<file path="config.mk">
export PLATFORM = sky130hd
export DESIGN_NAME = wb_ksa_responder
export DESIGN_NICKNAME = d
export VERILOG_FILES = /design/src/rtl/wb_ksa_responder.sv
export SDC_FILE = /design/constraint.sdc
export NUM_CORES = 1
export LEC_CHECK = 0
export ABC_AREA = 1
export CORE_MARGIN = 8
export CORE_UTILIZATION = 50
export CTS_BUF_LIST = sky130_fd_sc_hd__clkbuf_4
export DETAILED_ROUTE_END_ITERATION = 12
export GPL_TIMING_DRIVEN = 0
export PLACE_DENSITY_LB_ADDON = 0.05
export SKIP_CTS_REPAIR_TIMING = 1
export SLEW_MARGIN = 5
export SYNTH_ARGS = -nofsm -noshare
export SYNTH_HDL_FRONTEND = slang
export SYNTH_SLANG_ARGS = --single-unit
</file>
<file path="constraint.sdc">
create_clock -name wb_clk_i -period 5.6 [get_ports wb_clk_i]
set_input_delay 1.12 -clock wb_clk_i [delete_from_list [all_inputs] [get_ports wb_clk_i]]
set_output_delay 1.12 -clock wb_clk_i [all_outputs]
set_load 0.005 [all_outputs]
</file>
<file path="src/rtl/wb_ksa_responder.sv">
// -----------------------------------------------------------------------------
// wb_ksa_responder
//   Wishbone responder that lets the management SoC drive the user-area adder
//   over the bus. The SoC writes two operands and a start bit, polls STATUS or
//   takes irq[0], then reads RESULT = {cout, sum}.
//
// Ports
//   wb_clk_i   in   1   single clock for all logic
//   wb_rst_i   in   1   asynchronous, active-high reset
//   wbs_stb_i  in   1   WB strobe
//   wbs_cyc_i  in   1   WB cycle
//   wbs_we_i   in   1   WB write enable
//   wbs_sel_i  in   4   WB byte selects
//   wbs_dat_i  in   32  WB write data
//   wbs_adr_i  in   32  WB byte address (window decoded on [31:8])
//   wbs_ack_o  out  1   WB acknowledge (registered, one-cycle pulse)
//   wbs_dat_o  out  32  WB read data (registered)
//   irq        out  3   irq[0] = done & irq_en; irq[2:1] tied 0
//
// Register map (offset = wbs_adr_i[7:0])
//   0x00 OPA    RW [WIDTH-1:0]
//   0x04 OPB    RW [WIDTH-1:0]
//   0x08 CTRL   bit0 start (write-only, self-clearing), bit1 irq_en (RW)
//   0x0C STATUS bit0 busy, bit1 done (write 1 clears), bit2 cout
//   0x10 RESULT [WIDTH:0] = {cout, sum}
// -----------------------------------------------------------------------------
module wb_ksa_responder #(
    parameter int unsigned WIDTH    = 16,
    parameter logic [31:0] BASE_ADR = 32'h3000_0000,
    parameter int unsigned LATENCY  = 2
) (
    input  logic        wb_clk_i,
    input  logic        wb_rst_i,
    input  logic        wbs_stb_i,
    input  logic        wbs_cyc_i,
    input  logic        wbs_we_i,
    input  logic [3:0]  wbs_sel_i,
    input  logic [31:0] wbs_dat_i,
    input  logic [31:0] wbs_adr_i,
    output logic        wbs_ack_o,
    output logic [31:0] wbs_dat_o,
    output logic [2:0]  irq
);

    typedef enum logic [1:0] {
        S_IDLE = 2'd0,
        S_BUSY = 2'd1,
        S_DONE = 2'd2
    } state_e;

    localparam logic [7:0] OFF_OPA    = 8'h00;
    localparam logic [7:0] OFF_OPB    = 8'h04;
    localparam logic [7:0] OFF_CTRL   = 8'h08;
    localparam logic [7:0] OFF_STATUS = 8'h0C;
    localparam logic [7:0] OFF_RESULT = 8'h10;
    localparam logic [3:0] CNT_INIT   = 4'(LATENCY - 1);

    state_e           state_q, state_d;
    logic [3:0]       cnt_q, cnt_d;
    logic [WIDTH-1:0] opa_q, opa_d, opb_q, opb_d;
    logic [WIDTH-1:0] a_q, a_d, b_q, b_d;     // operands captured at start
    logic [WIDTH:0]   result_q, result_d;
    logic             irq_en_q, irq_en_d;
    logic             ack_q, ack_d;
    logic [31:0]      dat_q, dat_d;

    logic        valid, access, wr, start, clear_done, busy, done;
    logic [7:0]  offset;
    logic [31:0] rdata;
    logic        unused_ok;

    // Per-byte write merge; bit i of a register belongs to byte lane i/8.
    function automatic logic [WIDTH-1:0] byte_merge(
        input logic [WIDTH-1:0] old_v,
        input logic [WIDTH-1:0] new_v,
        input logic [3:0]       sel
    );
        logic [WIDTH-1:0] r;
        r = old_v;
        for (int i = 0; i < WIDTH; i++) begin
            if (sel[i / 8]) r[i] = new_v[i];
        end
        return r;
    endfunction

    assign offset = wbs_adr_i[7:0];
    assign valid  = wbs_cyc_i & wbs_stb_i & (wbs_adr_i[31:8] == BASE_ADR[31:8]);
    // Accept only when ack is low, so every access gets exactly one ack pulse.
    assign access = valid & ~ack_q;
    assign wr     = access & wbs_we_i;

    assign start      = wr && (offset == OFF_CTRL)   && wbs_sel_i[0] && wbs_dat_i[0];
    assign clear_done = wr && (offset == OFF_STATUS) && wbs_sel_i[0] && wbs_dat_i[1];

    assign busy = (state_q == S_BUSY);
    assign done = (state_q == S_DONE);

    // Upper data bits and byte lanes beyond the registers are not stored.
    assign unused_ok = ^{wbs_dat_i, wbs_sel_i};

    // Read mux: unmapped offsets and unused upper bits read as zero.
    always_comb begin
        rdata = '0;
        case (offset)
            OFF_OPA:    rdata[WIDTH-1:0] = opa_q;
            OFF_OPB:    rdata[WIDTH-1:0] = opb_q;
            OFF_CTRL:   rdata[1]         = irq_en_q;
            // cout is reported alongside done so that clearing done reads back 0.
            OFF_STATUS: rdata[2:0]       = {result_q[WIDTH] & done, done, busy};
            OFF_RESULT: rdata[WIDTH:0]   = result_q;
            default:    rdata            = '0;
        endcase
    end

    always_comb begin
        // NOTE: every next-state signal takes its held value first, so no path
        // through the case statement can leave one unassigned and infer a latch.
        state_d  = state_q;
        cnt_d    = cnt_q;
        opa_d    = opa_q;
        opb_d    = opb_q;
        a_d      = a_q;
        b_d      = b_q;
        result_d = result_q;
        irq_en_d = irq_en_q;
        ack_d    = access;
        dat_d    = dat_q;

        if (access && !wbs_we_i) dat_d = rdata;

        if (wr) begin
            case (offset)
                OFF_OPA:  opa_d = byte_merge(opa_q, wbs_dat_i[WIDTH-1:0], wbs_sel_i);
                OFF_OPB:  opb_d = byte_merge(opb_q, wbs_dat_i[WIDTH-1:0], wbs_sel_i);
                OFF_CTRL: if (wbs_sel_i[0]) irq_en_d = wbs_dat_i[1];
                default:  ;
            endcase
        end

        case (state_q)
            S_IDLE: begin
                if (start) begin
                    a_d     = opa_q;
                    b_d     = opb_q;
                    cnt_d   = CNT_INIT;
                    state_d = S_BUSY;
                end
            end
            S_BUSY: begin
                // start is deliberately ignored here; operands are already captured.
                if (cnt_q == 4'd0) begin
                    result_d = {1'b0, a_q} + {1'b0, b_q};
                    state_d  = S_DONE;
                end else begin
                    cnt_d = cnt_q - 4'd1;
                end
            end
            S_DONE: begin
                // start has priority over a done-clear.
                if (start) begin
                    a_d     = opa_q;
                    b_d     = opb_q;
                    cnt_d   = CNT_INIT;
                    state_d = S_BUSY;
                end else if (clear_done) begin
                    state_d = S_IDLE;
                end
            end
            default: state_d = S_IDLE;
        endcase
    end

    // NOTE: state registers use non-blocking assignments so every flop samples
    // the pre-edge values regardless of statement order.
    always_ff @(posedge wb_clk_i or posedge wb_rst_i) begin
        if (wb_rst_i) begin
            state_q  <= S_IDLE;
            cnt_q    <= '0;
            opa_q    <= '0;
            opb_q    <= '0;
            a_q      <= '0;
            b_q      <= '0;
            result_q <= '0;
            irq_en_q <= 1'b0;
            ack_q    <= 1'b0;
            dat_q    <= '0;
        end else begin
            state_q  <= state_d;
            cnt_q    <= cnt_d;
            opa_q    <= opa_d;
            opb_q    <= opb_d;
            a_q      <= a_d;
            b_q      <= b_d;
            result_q <= result_d;
            irq_en_q <= irq_en_d;
            ack_q    <= ack_d;
            dat_q    <= dat_d;
        end
    end

    assign wbs_ack_o = ack_q;
    assign wbs_dat_o = dat_q;
    assign irq       = {2'b00, done & irq_en_q};

endmodule
</file>
Word-level counts from Yosys, hierarchy flattened
Index checks and enable logic that the tools add are counted.
{ "totals": {"reg_bits": 106, "out_inout_bits": 36, "in_bits": 73, "wordCells": 68} }
{ "op_classes": {"n_eq_ne": 12, "n_reduce_logical": 22, "addsub": 2, "muxes": 13, "bitwise": 7} }
{ "ops": {"columns": ["cell", "count"], "rows": [
  ["$pmux W13 S3", 1],
  ["$eq A24 B22 Y1 const B", 1],
  ["$reduce_and A3 Y1", 7],
  ["$add A16 B16 Y17", 1],
  ["$eq A8 B4 Y1 const B", 2],
  ["$eq A8 B3 Y1 const B", 1],
  ["$eq A8 B5 Y1 const B", 1],
  ["$logic_not A8 Y1", 1],
  ["$mux W2", 4],
  ["$mux W4", 2],
  ["$pmux W1 S4", 2],
  ["$pmux W4 S2", 1],
  ["$logic_and A1 B1 Y1", 7],
  ["$and A1 B1 Y1", 6],
  ["$pmux W2 S3", 1],
  ["$pmux W1 S5", 1],
  ["$logic_not A4 Y1", 1],
  ["$ne A2 B1 Y1 const B", 2],
  ["$ne A2 B2 Y1 const B", 2],
  ["$reduce_and A2 Y1", 2],
  ["$sub A4 B1 Y4 const B", 1],
  ["$ne A3 B3 Y1 const B", 1],
  ["$eq A2 B1 Y1 const B", 1],
  ["$eq A2 B2 Y1 const B", 1],
  ["6 further kinds", 6]
]} }

Depth between registers and ports, before layout
{ "logic_depth": {"word_depth": 10, "ltp_mapped": 13, "depth_no_buf": 12} }

Worst setup path before layout
OpenSTA, ideal clock, no wires.
{ "synth_path": {"kind": "input port to flip-flop", "start": "input wbs_adr_i[19]", "end": "register cnt_q[0]", "path_stages": 11, "n_path_buf": 1, "setup_slack_ns": 3.279, "t_arrival_ns": 2.204, "setup_time_ns": 0.117, "path_cell_list": "nor2_1 -> nand2_1 -> nor2_1 -> nand2_1 -> nor2_2 -> nand3_2 -> nor2_4 -> nand3_4 -> buf_2 -> nand3_1 -> nand2_1"} }
{ "synth_via": {"elab_chain_len": 9} }
{ "synth_lines": {"columns": ["element", "line", "rtl"], "rows": [
  ["start, declared", "39", "input logic [31:0] wbs_adr_i,"],
  ["$eq A24 B22 Y1", "87", "assign valid = wbs_cyc_i & wbs_stb_i & (wbs_adr_i[31:8] == BASE_ADR[31:8]);"],
  ["$and A1 B1 Y1", "87", null],
  ["$and A1 B1 Y1", "89", "assign access = valid & ~ack_q;"],
  ["net access", "67", "logic valid, access, wr, start, clear_done, busy, done;"],
  ["$and A1 B1 Y1", "90", "assign wr = access & wbs_we_i;"],
  ["$logic_and A1 B1 Y1 (3 in series)", "92", "assign start = wr && (offset == OFF_CTRL) && wbs_sel_i[0] && wbs_dat_i[0];"],
  ["$ne A2 B1 Y1 (no line)", null, null],
  ["$reduce_and A3 Y1 (no line)", null, null],
  ["end signal, assigned", "189", "cnt_q <= cnt_d;"],
  ["end, declared", "59", "logic [3:0] cnt_q, cnt_d;"]
]} }
The timed path passes the listed nets, and every way through them passes these cells.
A chain may end at the register's enable or synchronous reset.

Final worst setup path
{ "layout_path": {"start": "register state_q[0]", "end": "output irq[0]"} }
{ "layout_via": {"elab_chain_len": 2} }
{ "layout_lines": {"columns": ["element", "line", "rtl"], "rows": [
  ["start, declared", "58", "state_e state_q, state_d;"],
  ["start signal, assigned", "188", "state_q <= state_d;"],
  ["$eq A2 B2 Y1", "96", "assign done = (state_q == S_DONE);"],
  ["$and A1 B1 Y1", "203", "assign irq = {2'b00, done & irq_en_q};"],
  ["end, declared", "42", "output logic [2:0] irq"]
]} }
No other way between the ends.

==> impl_metrics.yaml <==
run_status:
  status: "finished clean"
setup_path:
  cp.required_ns: 4.48
  slowest_stage: "clkdlybuf4s50_1"
  crit_path_cell_trace: "inv_1 -> nand2_1 -> nor2_1 -> clkdlybuf4s50_1"
  endpoint_kind: "output pin"
  critical_path_buf_inv_count: 2
  worst_setup_path_start_kind: "flop"
  crit_fanout: 5
  max_stage_delay_ns: 0.52
  worstPathArrival_ns: 1.79
  cp_top_family: "buffers and inverters"
  critPathKind: "reg2out"
worst_hold_path:
  hp-class: "reg2reg"
sta:
  max_freq_mhz: 343.3
  finalCriticalPeriod_ns: 2.913
  maxSlewViolCount: 0
  post-route-period-util: 0.5202
  tns_ns: 0
  clock_skew_ns: 0.01828
  rsz0062_at_grt: "no"
  hold_ws_ns: 0.5026
  finalHoldViolations: 0
  slew_headroom: 0.5779
  worstMarginPinSlew_ns: 0.6332
  setup_ws_ns: 2.687
  finalSetupViolations: 0
logic_synthesis:
  synth_seq_cells: 106
  ys_warn_count: 0
  synthCells: 715
  synth_cell_types: 36
  synth.avg_cell_area_sq_um: 7.738
  ys_seq_area_frac: 0.4794
  netlist_area_sq_mm: 0.005533
routing:
  drc: 0
  drt_iter0_markers: 301
  vias: 4976
  routedWlPerCell_um: 15.69
  routed.top_layer: "met4"
  drt_first_pass_iters: 5
  wl_met3_um: 1153
  wl_um: 15080
  antenna_left: 0
  met1Wirelength_um: 6997
  routed-wl-met2_um: 6730
  vias_per_cell: 5.178
pwr:
  power_density_mw_per_mm2: 183.5
  power_leakage_nw: 3.257
  power_mw: 1.220
  peakVddDrop_mv: 0.1297
finish:
  final_nets: 908
  seqCellArea_sq_mm: 0.002653
  diodes: 0
  fin_area_sq_mm: 0.006650
  drive_above_1_share: 0.06943
  multi_input_area_sq_mm: 0.002390
  fillCellCount: 977
  area_growth_pct: 20.19
global_routing:
  grt_max_degree: 59
  grt_pass1_wl_um: 24540
  antenna_found_initial: 0
  grt-ovfl-total: 0
  grt_use_total: 0.2123
  first_global_vias: 4849
floorplanning:
  boundaryPins: 109
  die_h_um: 121.2
  core_region_area_sq_mm: 0.01084
  die_area_sq_mm: 0.01469
  initial_utilization: 0.5104
  die_w_um: 121.2
  num_rows: 38
cts:
  cts_sinks: 106
  cts.clk_slew.worst_paths_ns: 0.16
  clk_latency_ns: 0.48
  clockRootBuffer: "clkbuf_4"
  cts_buffer_depth: 2
  cts.htree.levels: 3
  cts_tree: "built"
  cts_buffers: 9
place:
  dp_hpwl_um: 11810
  gp_congestion: 0.9076
  dp_slack_ns: 2.443
  io_buffers: 73
  placed_cell_area_sq_mm: 0.006529
flow_run:
  drv_cap: 0
[cells in the final DEF (no fill, tap or decap), types with 3 or more instances in the layout]
cell and n:
clkbuf_1 9, a21oi_1 26, dfrtp_1 106, xnor2_1 3, clkbuf_4 11, conb_1 17
ha_1 18, nand2_1 222, clkinv_2 3, o21ai_0 72, a31oi_1 6, nor3_1 7
or2_2 3, o21ai_1 25, nand3_1 32, nand4_1 5, o22ai_1 4, clkdlybuf4s50_1 73
inv_1 86, buf_2 7, nor2_1 45, buf_4 18
[metrics by stage]
stage / cells / util
final: 961 / 0.6135
after CTS: 961 / 0.6135
after global routing: 961 / 0.6135
after global placement: 944 / 0.5995
after floorplan: 731 / -
after detailed placement: 945 / 0.6023
[power breakdown]
part	switching [mW]	internal (mW)	total, mW
Sequential	0.000000000690	0.766	0.766
Combinational	0.0353	0.0460	0.0813
Clock	0.267	0.106	0.373
[registers in the layout (all words and copies together), names as in the netlist]
register / count
a_q: 16
cnt_q: 4
wbs_ack_o: 1
opa_q: 16
irq_en_q: 1
state_q: 2
opb_q: 16
result_q: 17
b_q: 16
wbs_dat_o: 17
[logic make-up after synthesis]
kind of cell	Yosys count	share of synthesized area
flops	106	0.4794
other cells	1	0.0006778
xor+xnor	4	0.006333
buf+inv	124	0.09950
fa+ha+maj	19	0.04432
simple gates	324	0.2413
compound gates	137	0.1285
[worst reg2reg max path, cell delays in order, from the launching register on]
cell     delay [ns]
dfrtp_1        0.39
ha_1           0.18
inv_1          0.06
fa_1           0.39
o21ai_0        0.38
nand2_1        0.09
nand2_1        0.09
inv_1          0.06
o21ai_0        0.25
nand2_1        0.08
nand2_1        0.06
o21ai_0        0.08
[synth_stat cells]
library cell / instances / share of area
nand3_1: 32 / 0.029
nand3_4: 1 / 0.0032
nor2_1: 45 / 0.031
xor2_1: 1 / 0.0016
o2111ai_1: 1 / 0.0016
nand2_1: 222 / 0.15
clkinv_2: 1 / 0.00090
a31oi_1: 6 / 0.0068
xnor2_1: 3 / 0.0047
nand3_2: 2 / 0.0036
o22ai_1: 4 / 0.0045
a21o_1: 1 / 0.0014
a21oi_1: 26 / 0.024
nand4_1: 5 / 0.0057
and3_1: 1 / 0.0011
nand3b_1: 1 / 0.0014
nor2_2: 2 / 0.0023
o21ai_1: 25 / 0.023
o21bai_1: 1 / 0.0014
nor2_4: 1 / 0.0020
dfrtp_1: 106 / 0.48
inv_1: 87 / 0.059
buf_6: 1 / 0.0020
clkbuf_1: 9 / 0.0061
ha_1: 18 / 0.041
buf_2: 7 / 0.0063
nor3_1: 7 / 0.0063
or2_2: 3 / 0.0034
inv_2: 1 / 0.00068
nand2_2: 1 / 0.0011
o21ai_0: 72 / 0.065
nor4_1: 1 / 0.0011
a31o_2: 1 / 0.0016
conb_1: 1 / 0.00068
buf_4: 18 / 0.024
fa_1: 1 / 0.0036
[metal layers]
layer  vias to the layer above  global-route usage
li1                       2452                   -
met1                      2343              0.2898
met2                       167              0.3233
met3                        14             0.06003
met4                         0             0.05860
met5                         -                   0
[worst paths after layout]
kind	from	to	slack [ns]	cells after the start
max	state_q[0]	irq[0]	2.69	4
min	b_q[13]	b_q[13]	0.50	2
max reg2reg	a_q[0]	result_q[8]	3.39	11
min reg2reg	b_q[13]	b_q[13]	0.50	2
max in group asynchronous	wb_rst_i	result_q[1]	3.82	3
min in group asynchronous	wb_rst_i	wbs_dat_o[14]	1.06	2
[layout make-up]
class                      instances  share of cell area
multi-input combinational        501              0.3594
clock inverter                     5            0.005833
inverter                          89             0.05080
tap                              140             0.02634
clock buffer                      11             0.01242
timing repair buffer              74              0.1140
sequential                       106              0.3989
buffer                            35             0.03236
Note: power is estimated with default switching activity, not from simulation.
